<file path="config.mk">
export PLATFORM = sky130hd
export DESIGN_NAME = rr_index_arbiter
export DESIGN_NICKNAME = d
export VERILOG_FILES = /design/src/rtl/arb_pkg.sv /design/src/rtl/rr_pick.sv /design/src/rtl/rr_index_arbiter.sv
export SDC_FILE = /design/constraint.sdc
export NUM_CORES = 1
export LEC_CHECK = 0
export ABC_AREA = 0
export BUFFER_PORTS_ARGS = -buffer_cell sky130_fd_sc_hd__buf_2
export CAP_MARGIN = 15
export CORE_AREA = 2 2 39 41
export DETAILED_ROUTE_END_ITERATION = 12
export DIE_AREA = 0 0 41 43
export GPL_TIMING_DRIVEN = 0
export MAX_ROUTING_LAYER = met4
export SETUP_SLACK_MARGIN = 0.3
export SLEW_MARGIN = 20
export SYNTH_ARGS = -nofsm -noshare
export SYNTH_HDL_FRONTEND = slang
export SYNTH_SLANG_ARGS = --single-unit
export TNS_END_PERCENT = 1
</file>
<file path="constraint.sdc">
create_clock -name clk -period 1.8 [get_ports clk]
set_input_delay 0.27 -clock clk [delete_from_list [all_inputs] [get_ports clk]]
set_output_delay 0.27 -clock clk [all_outputs]
set_load 0.01 [all_outputs]
</file>
<file path="src/rtl/arb_pkg.sv">
// Shared types and helpers for the round-robin index arbiter.
package arb_pkg;

    typedef enum logic {IDLE, GRANT} arb_state_t;

    // Modulo increment used to rotate the priority pointer past the last served index.
    function automatic int unsigned next_ptr(input int unsigned idx, input int unsigned n);
        return (idx + 1) % n;
    endfunction

endpackage

</file>
<file path="src/rtl/rr_pick.sv">
// Combinational round-robin winner search: the first set request at or after ptr, ascending with wrap.
module rr_pick #(
    parameter  int ENCODE_WIDTH = 2,
    localparam int DECODE_WIDTH = 2**ENCODE_WIDTH
) (
    input  logic [DECODE_WIDTH-1:0] req,
    input  logic [ENCODE_WIDTH-1:0] ptr,
    output logic                    any,
    output logic [ENCODE_WIDTH-1:0] idx
);

    logic [DECODE_WIDTH-1:0] rot;
    logic [ENCODE_WIDTH-1:0] off;

    // Rotating right by ptr puts requester ptr at bit 0, so the lowest set bit is the winner offset.
    always_comb begin
        rot = DECODE_WIDTH'({req, req} >> ptr);
        off = '0;
        for (int i = DECODE_WIDTH - 1; i >= 0; i--) begin
            if (rot[i]) off = ENCODE_WIDTH'(i);
        end
    end

    assign any = |req;
    assign idx = off + ptr;

endmodule

</file>
<file path="src/rtl/rr_index_arbiter.sv">
// Round-robin arbiter issuing a registered grant index for the one-hot decoder stage.
module rr_index_arbiter #(
    parameter  int ENCODE_WIDTH = 2,
    localparam int DECODE_WIDTH = 2**ENCODE_WIDTH
) (
    input  logic                    clk,
    input  logic                    rst,
    input  logic [DECODE_WIDTH-1:0] req,
    input  logic                    grant_ready,
    output logic                    grant_valid,
    output logic [ENCODE_WIDTH-1:0] grant_idx,
    output logic [ENCODE_WIDTH-1:0] ptr
);
    import arb_pkg::*;

    arb_state_t              state;
    logic                    handshake;
    logic [ENCODE_WIDTH-1:0] ptr_next;
    logic [ENCODE_WIDTH-1:0] search_base;
    logic                    pick_any;
    logic [ENCODE_WIDTH-1:0] pick_idx;

    assign handshake = grant_valid & grant_ready;
    assign ptr_next  = ENCODE_WIDTH'(next_ptr(32'(grant_idx), DECODE_WIDTH));

    // On a handshake the search already starts past the served index, giving zero-bubble re-grants.
    assign search_base = (state == GRANT && handshake) ? ptr_next : ptr;

    rr_pick #(.ENCODE_WIDTH(ENCODE_WIDTH)) u_pick (
        .req (req),
        .ptr (search_base),
        .any (pick_any),
        .idx (pick_idx)
    );

    always_ff @(posedge clk) begin
        if (rst) begin
            state       <= IDLE;
            grant_valid <= 1'b0;
            grant_idx   <= '0;
            ptr         <= '0;
        end else begin
            case (state)
                IDLE: begin
                    if (pick_any) begin
                        grant_idx   <= pick_idx;
                        grant_valid <= 1'b1;
                        state       <= GRANT;
                    end
                end
                GRANT: begin
                    // Grant is held regardless of req until the consumer accepts it.
                    if (handshake) begin
                        ptr <= ptr_next;
                        if (pick_any) begin
                            grant_idx <= pick_idx;
                        end else begin
                            grant_valid <= 1'b0;
                            state       <= IDLE;
                        end
                    end
                end
                default: begin
                    state       <= IDLE;
                    grant_valid <= 1'b0;
                end
            endcase
        end
    end

endmodule

</file>
# Yosys cells after proc, flatten, opt, wreduce, memory -nomap -nowiden
# Cells that the tools add are included.
# Widths: inputs -> output; s select.
# word_totals
mem_count	0
latch_bits	0
reg_bits	6
elab_cells	31
output_inout_bits	5
inputBits	7
ramBits	0
rom_bits	0
# op_classes
shifts	1
muxes	15
div_mod_pow	0
bitwise	2
n_reduce_logical	4
eq_ne	3
mul	0
order_cmp	0
n_addsub	2
# ops
op	n
$mux 2	7
$shr 8x2->4	1
$mux 1	5
$ne 2x2->1 const B	2
$pmux 1 s2	2
$pmux 2 s2	1
$reduce_or 4->1	1
$reduce_and 3->1	1
$add 2x1->2 const B	1
$add 2x2->2	1
$ne 2x1->1 const B	1
$reduce_and 2->1	1
$and 1x1->1	1
$logic_and 1x1->1	1
$not 1->1	1

# Depth between registers and ports, before layout
# depth
ltp_word	12
depth_mapped	5
mapped_depth_nobuf	5

# Hierarchy
# From an unflattened synthesis, not the netlist that was laid out.
# unflattened
cells_unflattened	56
hier_area_um2	464.2
# by_module_without_submodules
mod	n_inst	area_each_um2	cells_per_inst	seq_area_each_um2
rr_index_arbiter	1	285.3	29	120.1
rr_pick	1	178.9	27	0.0

# Worst setup path after synthesis
# Ideal clock, no wire load.
# synth_timing
kind	flip-flop to flip-flop
start	register grant_valid
end	register grant_idx[1]
t_required_ns	1.721
path_buffers	0
arrival_time_ns	1.258
setup_slack_ns	0.462
setup_time_ns	0.079
synth_period_minus_slack_ns	1.338
stages_incl_launch_ff	6
path_cell_list	dfxtp_1 -> nand3_2 -> mux2i_2 -> a211oi_1 -> nor3_1 -> a211oi_2
# synth_via
elab_chain_len	12
elab_cells_between_ends	13
cone_classes	add/sub: 1; eq/ne: 1; shift: 1; mux: 8; bitwise: 1; reduce/logical: 1
# synth_rtl
item	line	source
start, declared	rr_index_arbiter.sv:10	output logic grant_valid,
start signal, assigned	rr_index_arbiter.sv:39	grant_valid <= 1'b0;
start signal, assigned	rr_index_arbiter.sv:47	grant_valid <= 1'b1;
start signal, assigned	rr_index_arbiter.sv:58	grant_valid <= 1'b0;
$and 1x1->1 (*)	rr_index_arbiter.sv:23	assign handshake = grant_valid & grant_ready;
$logic_and 1x1->1	rr_index_arbiter.sv:27	assign search_base = (state == GRANT && handshake) ? ptr_next : ptr;
$mux 2	rr_index_arbiter.sv:27	
$shr 8x2->4	rr_pick.sv:17	rot = DECODE_WIDTH'({req, req} >> ptr);
$mux 2 (4 in a row)	rr_pick.sv:20	if (rot[i]) off = ENCODE_WIDTH'(i);
$add 2x2->2	rr_pick.sv:25	assign idx = off + ptr;
$mux 2	rr_index_arbiter.sv:45, rr_index_arbiter.sv:55	
$mux 2	rr_index_arbiter.sv:53	if (handshake) begin
$pmux 2 s2	rr_index_arbiter.sv:43	case (state)
end signal, assigned	rr_index_arbiter.sv:46	grant_idx <= pick_idx;
end signal, assigned	rr_index_arbiter.sv:56	grant_idx <= pick_idx;
end, declared	rr_index_arbiter.sv:11	output logic [ENCODE_WIDTH-1:0] grant_idx,
# Every way passes the cells marked *; elsewhere a longest branch is shown, timed or not. The select of a mux whose other input is x is not followed.
# A chain may end at the register's enable or synchronous reset.

# Worst setup path in the final report
# Ends and elaborated chain as after synthesis.

==> key figures <==
Global routing
  – First-pass GRT wire length: 1304 um
  – Largest net degree at the start of global routing: 8
  – Vias in the first global route: 337
  – Initial antenna violation count: 0
  – GRT Util Overall: 11.12%
  – Remaining global-route overflow: 0

Clock tree
  – Clock Path Buffers: 2
  – Skew-Pair Late Insertion Delay: 0.24 ns
  – CTS tree: built
  – Clock transition at path regs: 0.05 ns
  – Total CTS buffers: 3
  – CTS root buf: clkbuf_4
  – Post-CTS Setup Bufs: 0
  – Cts repair resizes: 0
  – Hold_buf cts: 0
  – H-tree depth: 1
  – CTS Sinks: 6

STA
  – Clk_skew: 0.004632 ns
  – Fin. Hold Viols: 0
  – Slew Viols, Final: 0
  – Period utilization: between 70 and 80%
  – Slew headroom: between 70% and 80%
  – Setup TNS: 0 ns
  – RSZ-0062 raised after global routing: false
  – Post-layout min period: 1.411 ns
  – Maximum clock frequency: between 700 and 800 MHz
  – Slew at the pin closest to its max-slew limit: 0.3554 ns
  – Final setup violation count: 0

Placed design
  – GP Congestion: 0.8357
  – Detailed Place HPWL: 605.9 um
  – I/O Buffers: 11

Worst setup path
  – Worst setup EP type: register
  – Critical path type: register to register
  – CP required: 1.96 ns
  – Worst-path cell chain: nand3_4, mux2i_4, a211oi_1, nor3_1, a211oi_2
  – CP Capture Point: grant_idx[1]$_SDFFE_PP0P_
  – Worst EP arrival: 1.57 ns
  – Critical R2R Launch: grant_valid$_SDFFE_PP0P_
  – Worst R2R Setup Slack: 0.39 ns
  – Critical Path Source: grant_valid$_SDFFE_PP0P_
  – Critical Path Max Stage Delay: 0.41 ns
  – CP Launch Type: register
  – CP max stage cell: dfxtp_1
  – Max FO, Critical Path: 5
  – Worst r2r dst: grant_idx[1]$_SDFFE_PP0P_
  – Worst R2R Path Depth: 5

Synth
  – Yosys cell types: 25
  – Post-synth top area share: 34.29%
  – Synth Warn #: 0
  – Area contributors post-synth: dfxtp_1, nor2_1, mux2i_1, mux2i_2, a211oi_2
  – Post-Synthesis Cell Area: 350.3 sq um
  – Seq/Total Area, Yosys: 34.29%
  – #FFs+latches synth: 6
  – Syn Nets: 46
  – Avg Inst Size Synth: 8.983 sq um
  – Synth Instances: 39
  – Synth area leader: dfxtp_1

Drt
  – Vias/cell: 5.000
  – Post-route ant nets: 0
  – DRC: 0
  – Avg WL per Cell: 10.86 um
  – Routed WL: 749 um
  – DRT iter0 DRCs: 5
  – Via count: 345
  – Pre-antenna DRT Iters: 2

Run
  – MaxCap Viol Count: 0

Status
  – Outcome: complete, no violations

Floorplan
  – Die Y: 43 um
  – I/O pins: 12
  – Initial Util: 25.32%
  – Die area: ~0.0018 sq mm
  – Core Rows: 14
  – CORE AREA: 0.001384 sq mm
  – Die width: 41 um

Power and ir drop
  – PD cells: 752.2 mW/mm^2
  – Power Total: 352.0 uW
  – Lkg Pwr: 0.1928 nW
  – Peak supply drop: 0.0002668 V

Min path
  – Worst Hold Class: input port to register

Final layout
  – Share of cells above drive strength 1: between 30% and 40%
  – Diodes inserted: 0
  – Area grow syn2layout: 33.57%
  – # nets final: between 60 and 70
## synth_stat cells
library cell and count:
inv_1 1, a211o_1 1, mux2i_2 1, a21oi_1 1, nand2b_1 1, nand3_1 1, dfxtp_1 6, a21boi_1 1
o221ai_1 1, a211oi_2 1, mux2_1 1, nand2_1 2, nor3_1 1, o32ai_1 1, o21ai_1 2, mux2i_1 2
a311oi_1 1, maj3_1 1, xor2_1 1, nor2_1 7, nor2b_1 1, a211oi_1 1, nor4_2 1, o22ai_1 1
nand3_2 1
## routing by layer
layer  part of all wire [%]  GRT usage [%]  vias up  wire length (um)
li1                       -              -      178                 -
met2                     48          15.00        8               359
met5                      0              -        -                 0
met4                      0          8.000        0                 0
met3                    3.9          1.571        0                29
met1                     48          14.52      159               359
## stage by stage
step	cell area (sq um)	instances	util (%)	setup WS, ns	hold slack, ns
2_1_floorplan	350.3	39	-	0.4622	0.3346
3_3_place_gp	425.4	66	30.74	0.3775	0.4988
3_5_place_dp	425.4	66	30.74	0.3960	0.5180
4_1_cts	447.9	69	32.37	0.3965	0.2570
5_1_grt	467.9	69	33.82	0.3041	0.3012
6_report	467.9	69	33.82	0.3886	0.2902
## cell type report
type / count / area [sq um]
clock buffers: 3 / 22.52
fillers: 160 / 915.9
inverters: 1 / 3.754
multi-input cells: 32 / 246.5
flip-flops and latches: 6 / 120.1
well taps: 16 / 20.02
repair buffers: 11 / 55.05
## worst min path at each step
stage	from	to	slack, ns	cells after the start
finish	grant_ready	grant_valid$_SDFFE_PP0P_	0.29	2
CTS	grant_ready	grant_valid$_SDFFE_PP0P_	0.26	2
floorplan	rst	grant_idx[1]$_SDFFE_PP0P_	0.33	1
global route	rst	grant_idx[1]$_SDFFE_PP0P_	0.30	2
global placement	state$_SDFF_PP0_	grant_valid$_SDFFE_PP0P_	0.50	1
detailed placement	state$_SDFF_PP0_	grant_valid$_SDFFE_PP0P_	0.52	1
## registers in the layout (all words and copies together) (netlist names)
register / flops
grant_idx: 2
ptr: 2
grant_valid: 1
state: 1
## logic make-up after synthesis
group,share of synthesized area (%)
AO/OA/AOI/OAI,23.93
AND/OR/NAND/NOR,22.50
buffers and inverters,1.070
adder cells (fa/ha/maj),2.857
XOR/XNOR,2.500
multiplexers,12.86
flip-flops,34.29
## power by group
group          internal, mW  switching (mW)  total (mW)
Sequential            0.142          0.0103       0.153
Combinational        0.0345          0.0417      0.0761
Clock                0.0754          0.0479       0.123
Total                 0.252          0.0999       0.352
## layout by cell type, fill, tap and decap left out, types with 2 or more instances in the layout
cell	count
dfxtp_1	6
buf_2	11
nand2_1	2
clkbuf_4	3
o21ai_1	2
nor2_1	7
## worst max-delay path: cells and delay by family (launching register included)
kind            cells  cell delay (ns)
compound gates      2             0.46
mux                 1             0.23
flops               1             0.41
simple gates        2             0.23
No activity file was read; power rests on OpenSTA's default activity.
